### src/rtl/coef_ram_arbiter.sv
// Round-robin arbiter sharing the coefficient RAM read port between the L/R lowpass filters; grant is same-cycle,
// read data returns RAM_LAT cycles after grant; a losing requester simply holds req. Optional burst lock: COEF_ARB_LOCK_EN.
module coef_ram_arbiter #(
  parameter int ADDR_W   = 7,
  parameter int DATA_W   = 8,
  parameter int RAM_LAT  = 1,
  parameter int MAX_LOCK = 128
) (
  input  logic              clock,
  input  logic              reset,
  input  logic              data_en,
  input  logic              reqL,
  input  logic [ADDR_W-1:0] addrL,
  output logic              gntL,
  output logic              rvalidL,
  output logic [DATA_W-1:0] coefL,
  input  logic              reqR,
  input  logic [ADDR_W-1:0] addrR,
  output logic              gntR,
  output logic              rvalidR,
  output logic [DATA_W-1:0] coefR,
  input  logic              lockL,
  input  logic              lockR,
  output logic [ADDR_W-1:0] RAM_coefs_addr,
  input  logic [DATA_W-1:0] RAM_coefs_dataout
);

  localparam logic SEL_L = 1'b0;
  localparam logic SEL_R = 1'b1;

  logic              ptr_q, ptr_d;
  logic [ADDR_W-1:0] addr_q, addr_d;
  logic [RAM_LAT-1:0] pvld_q, pvld_d;
  logic [RAM_LAT-1:0] pown_q, pown_d;
  logic [DATA_W-1:0] coef_l_q, coef_l_d;
  logic [DATA_W-1:0] coef_r_q, coef_r_d;

  logic gnt_l, gnt_r;
  logic rr_l, rr_r;
  logic rvalid_l, rvalid_r;

`ifdef COEF_ARB_LOCK_EN
  localparam int CNT_W = $clog2(MAX_LOCK + 1);
  localparam logic [CNT_W-1:0] LOCK_MAX = CNT_W'(MAX_LOCK);

  logic             owner_vld_q, owner_vld_d;
  logic             owner_q, owner_d;
  logic [CNT_W-1:0] lock_cnt_q, lock_cnt_d;
  logic             lock_l_act, lock_r_act, force_arb;
`else
  logic unused_lock;
  assign unused_lock = lockL | lockR;
`endif

  always_comb begin
    gnt_l = 1'b0;
    gnt_r = 1'b0;
    rr_l  = reqL && (!reqR || ptr_q == SEL_L);
    rr_r  = reqR && (!reqL || ptr_q == SEL_R);
`ifdef COEF_ARB_LOCK_EN
    lock_l_act = owner_vld_q && (owner_q == SEL_L) && lockL && reqL;
    lock_r_act = owner_vld_q && (owner_q == SEL_R) && lockR && reqR;
    force_arb  = (lock_cnt_q == LOCK_MAX);
    // A saturated lock hands one grant to the other side if it is waiting.
    if (force_arb && owner_vld_q && owner_q == SEL_L && reqR) begin
      gnt_r = 1'b1;
    end else if (force_arb && owner_vld_q && owner_q == SEL_R && reqL) begin
      gnt_l = 1'b1;
    end else if (!force_arb && lock_l_act) begin
      gnt_l = 1'b1;
    end else if (!force_arb && lock_r_act) begin
      gnt_r = 1'b1;
    end else begin
      gnt_l = rr_l;
      gnt_r = rr_r;
    end
`else
    gnt_l = rr_l;
    gnt_r = rr_r;
`endif
    if (reset) begin
      gnt_l = 1'b0;
      gnt_r = 1'b0;
    end
  end

`ifdef COEF_ARB_LOCK_EN
  always_comb begin
    owner_vld_d = owner_vld_q;
    owner_d     = owner_q;
    lock_cnt_d  = '0;
    if (gnt_l || gnt_r) begin
      owner_vld_d = 1'b1;
      owner_d     = gnt_r ? SEL_R : SEL_L;
    end
    if (!force_arb && ((gnt_l && lockL) || (gnt_r && lockR))) begin
      lock_cnt_d = lock_cnt_q + CNT_W'(1);
    end
  end

  always_ff @(posedge clock) begin
    if (reset) begin
      owner_vld_q <= 1'b0;
      owner_q     <= SEL_L;
      lock_cnt_q  <= '0;
    end else begin
      owner_vld_q <= owner_vld_d;
      owner_q     <= owner_d;
      lock_cnt_q  <= lock_cnt_d;
    end
  end
`endif

  always_comb begin
    ptr_d = ptr_q;
    if (gnt_l) ptr_d = SEL_R;
    if (gnt_r) ptr_d = SEL_L;
    // Sample strobe wins so every sample period starts arbitration on L.
    if (data_en) ptr_d = SEL_L;

    addr_d = addr_q;
    if (gnt_l) addr_d = addrL;
    if (gnt_r) addr_d = addrR;

    pvld_d    = '0;
    pown_d    = '0;
    pvld_d[0] = gnt_l | gnt_r;
    pown_d[0] = gnt_r;
    for (int i = 1; i < RAM_LAT; i++) begin
      pvld_d[i] = pvld_q[i-1];
      pown_d[i] = pown_q[i-1];
    end

    rvalid_l = pvld_q[RAM_LAT-1] && (pown_q[RAM_LAT-1] == SEL_L);
    rvalid_r = pvld_q[RAM_LAT-1] && (pown_q[RAM_LAT-1] == SEL_R);
    coef_l_d = rvalid_l ? RAM_coefs_dataout : coef_l_q;
    coef_r_d = rvalid_r ? RAM_coefs_dataout : coef_r_q;
  end

  always_ff @(posedge clock) begin
    if (reset) begin
      ptr_q    <= SEL_L;
      addr_q   <= '0;
      pvld_q   <= '0;
      pown_q   <= '0;
      coef_l_q <= '0;
      coef_r_q <= '0;
    end else begin
      ptr_q    <= ptr_d;
      addr_q   <= addr_d;
      pvld_q   <= pvld_d;
      pown_q   <= pown_d;
      coef_l_q <= coef_l_d;
      coef_r_q <= coef_r_d;
    end
  end

  assign gntL           = gnt_l;
  assign gntR           = gnt_r;
  assign rvalidL        = rvalid_l;
  assign rvalidR        = rvalid_r;
  assign coefL          = coef_l_d;
  assign coefR          = coef_r_d;
  assign RAM_coefs_addr = addr_d;

endmodule

### config.mk
export PLATFORM = sky130hd
export DESIGN_NAME = coef_ram_arbiter
export DESIGN_NICKNAME = d
export VERILOG_FILES = /design/src/rtl/coef_ram_arbiter.sv
export SDC_FILE = /design/constraint.sdc
export NUM_CORES = 1
export LEC_CHECK = 0
export CORE_MARGIN = 10
export CORE_UTILIZATION = 43
export DETAILED_ROUTE_END_ITERATION = 8
export PLACE_DENSITY = 0.84
export SYNTH_ARGS = -nofsm -noshare
export SYNTH_HDL_FRONTEND = slang
export SYNTH_SLANG_ARGS = --single-unit
### constraint.sdc
create_clock -name clock -period 4.03 [get_ports clock]
set_input_delay 1.0075 -clock clock [delete_from_list [all_inputs] [get_ports clock]]
set_output_delay 1.0075 -clock clock [all_outputs]
set_load 0.02 [all_outputs]
# After elaboration in Yosys (flattened, before gate mapping)
# Cells that the tools add are included.
# op_classes
eq_ne	0
bitwise	3
mul	0
n_mux	6
n_reduce_logical	9
addsub	0
magnitude_cmp	0
shift	0
div	0
# ops
op	count
$mux 8	2
$mux 7	2
$logic_and 1x1->1	4
$reduce_or 3->1	1
$logic_not 1->1	2
$logic_or 1x1->1	2
$mux 1	2
$not 1->1	2
$or 1x1->1	1
# word_totals
word_cells	24
n_memories	0
input_bits	29
reg_bits	26
latch_bits	0
mem_bits_rw	0
mem_bits_ro	0

# Longest topological paths before layout
# logic_depth
word_depth	6
mapped_depth	5

# Worst setup path after synthesis
# No wires, ideal clock.
# synth_path
kind	input-to-output
startpoint	input port reqL
endpoint	output port RAM_coefs_addr[0]
required_time_ns	3.023
n_path_buf	2
stages	5
slack_ns	1.073
arrival_ns	1.950
cell_sequence	nor2b_1 or3_1 buf_6 buf_8 o211a_1
# synth_between
elab_chain_cells	5
# synth_rtl
element	line	text
start: declaration	12	input logic reqL,
$logic_not 1->1	59	rr_r = reqR && (!reqL || ptr_q == SEL_R);
$logic_or 1x1->1	59	
$logic_and 1x1->1	59	
$mux 1	81	if (reset) begin
$mux 7 *	123	if (gnt_r) addr_d = addrR;
end: declaration	24	output logic [ADDR_W-1:0] RAM_coefs_addr,
# Mark *: on every way between the ends. The rest lies on a longest branch, timed or not.

# Final worst setup path
# layout_path
startpoint	input port reqL
endpoint	output port RAM_coefs_addr[6]
# The elaborated chain is that of the path after synthesis.

==> metrics <==
Post-DRT Antenna Nets 0; Critical Path Fanout Max 8; clock buffer depth 2; crit path DAT about 2.8 ns; Ys Warns 0; share of layout cells above drive strength 1 between 10% and 20%; vias per cell approximately 5; final setup violation count 0; Max-slew headroom 62.5%; power density cells roughly 310 nW/um^2; grt total ovfl 0; peak supply drop approximately 0.19 mV; Vias about 1,000; overall power approximately 0.53 mW; drt pass-1 iters 4; Area Overhead vs Synth 48.4%; final hold vios 0; ant diodes 0; Die ar. between 5000 and 6000 um^2; top_reg_cell synth dfxtp_1; syn avg cell area ~11 um^2; sequential element share of the synthesized area between 40% and 50%; Mapped Cells 107; clock-pin slew on the worst setup and hold paths ~0.14 ns; Synth Cell Area approximately 1200 um^2; Floorplan Core Area about 2500 um^2; worst min-delay path class flop to flop; Final Slew Violations 0; Filler cells ~220; Tot GR Track Use a little under an eighth; post-synthesis register bit count 26; Max Freq 0.263 GHz; Worst EP required about 3.0 ns; IO Port Bufs between 50 and 60; Unique masters post-synth 21; Worst path depth 6; routed len/inst around 16 um; WL final 3030 um; fraction of registers with async set/reset 0%; setup bufs post-CTS 0; LEAKAGE ~0.76 nW; CTS tree yes; WS Path Type primary input to output pin; crit end category output pin; TNS Setup 0 ns; global-route wire length before repair approximately 4900 um; Worst Tran Pin Value between 0.5 and 0.6 ns; H-tree Lvls 1; outcome complete, no violations; RSZ-0062 raised after global routing no; post-DP HPWL approximately 2400 um; worst-case reg-to-reg path depth 3; number of synthesized flops with an enable pin 0; min Tclk post-route approximately 3.8 ns; 1st-iter DRT viols 34; Slowest-stage cell, CP clkdlybuf4s50_1; CP Buf/Inv Count 3; fin crit share ~94%; crit-path max cell delay around 0.54 ns; Die H between 70 and 80 um; Crit path max-delay family buffers and inverters; Clk Tree Root Cell clkbuf_4; routability cong. between 0.6 and 0.7; worst skew pair latency just over 0.3 ns; Sink Count 26; Critical Path Start Type primary input; number of global-route vias before repair 1,065; Ports 56; CP cell instances clkdlybuf4s50_1 > buf_4 > o21ba_2 > or2_2 > o211a_1 > clkdlybuf4s50_1; Layout Skew roughly 0.01 ns; Synthesized Nets approximately 140; CP most frequent cell clkdlybuf4s50_1; Num CTS Buffers 3; DRC 0; die width roughly 72 um; Nets 191; Starting Density a little under half; largest net degree at the start of global routing 24; initial antenna violation count 0; num rows 18; Max-cap violations 0; WHS Path Cells 2
-- flip-flops by register name (all words and copies together), names as in the netlist --
signal	flops
coef_r_q	8
pvld_q	1
ptr_q	1
coef_l_q	8
addr_q	7
pown_q	1
-- synthesized netlist by cell type (2+ instances only) --
cell type / count / area share (%)
and2_1: 16 / 8.6
dfxtp_1: 26 / 45
inv_1: 7 / 2.3
mux2_1: 7 / 6.8
mux2_2: 9 / 8.7
nor2_1: 2 / 0.65
o2111a_1: 7 / 6.8
o211a_1: 7 / 6.0
or2_2: 7 / 3.8
or3_1: 8 / 4.3
-- where the power goes --
group | switching (mW) | internal [mW]
Sequential | 0.00330 | 0.271
Combinational | 0.0687 | 0.0864
Clock | 0.0704 | 0.0349
-- repair_timing --
action | in CTS | in global routing
hold buffers | 0 | 0
hold endpoints to repair | 0 | 0
gates resized for setup | 0 | 1
endpoints found under the setup margin | 0 | 1
-- cells by family (layout without fill, tap and decap cells) --
kind of cell / after synthesis / after routing / synth area share, %
mux: 16 / 16 / 15.5
buf+inv: 12 / 65 / 6.34
flops: 26 / 26 / 44.7
simple gates: 37 / 37 / 19.1
compound gates: 16 / 16 / 14.3
-- per-layer routing --
layer / up-vias / global-route usage, % / wire, um
met1: 448 / 12.0 / 1230
met2: 42 / 18.8 / 1410
met4: 0 / 2.58 / 6
met5: - / 0 / 0
li1: 481 / - / -
met3: 2 / 6.53 / 378
-- final timing paths --
kind	start	end	slack, ns
setup reg to reg	pown_q	coef_l_q[0]	2.65
hold reg to reg	ptr_q	ptr_q	0.53
hold / removal	ptr_q	ptr_q	0.53
setup / recovery	reqL	RAM_coefs_addr[6]	0.22
-- placed cells by master (no fill, tap or decap), types with 7 or more instances in the layout --
master,count
or3_1,7
clkdlybuf4s50_1,53
o2111a_1,7
dfxtp_1,26
and2_1,16
or2_2,7
o211a_1,7
mux2_2,9
inv_1,7
mux2_1,7
-- worst min-delay path, stage by stage (launching register included) --
cell	delay [ns]
dfxtp_1	0.35
nor2_1	0.10
nor3_1	0.05
-- layout make-up --
class / instances / area (um^2) / share of cell area, %
repair buffers: 55 / 546 / 31.6
flip-flops and latches: 26 / 520 / 30.1
well taps: 30 / 37.5 / 2.17
multi-input cells: 69 / 574 / 33.3
inverters: 7 / 26.3 / 1.52
clock buffers: 3 / 22.5 / 1.30
-- through the flow --
stage	utilization [%]	hold slack [ns]	area (um^2)	cells	setup WS, ns
after CTS	68.3	0.530	1720	190	0.0787
after detailed placement	67.4	0.511	1700	187	0.0759
after floorplan	-	0.482	1160	107	1.07
final	68.5	0.530	1730	190	0.222
after global routing	68.5	0.601	1730	190	0.141
after global placement	67.4	0.493	1700	187	0.0919
Note: power is estimated with default switching activity, not from simulation.
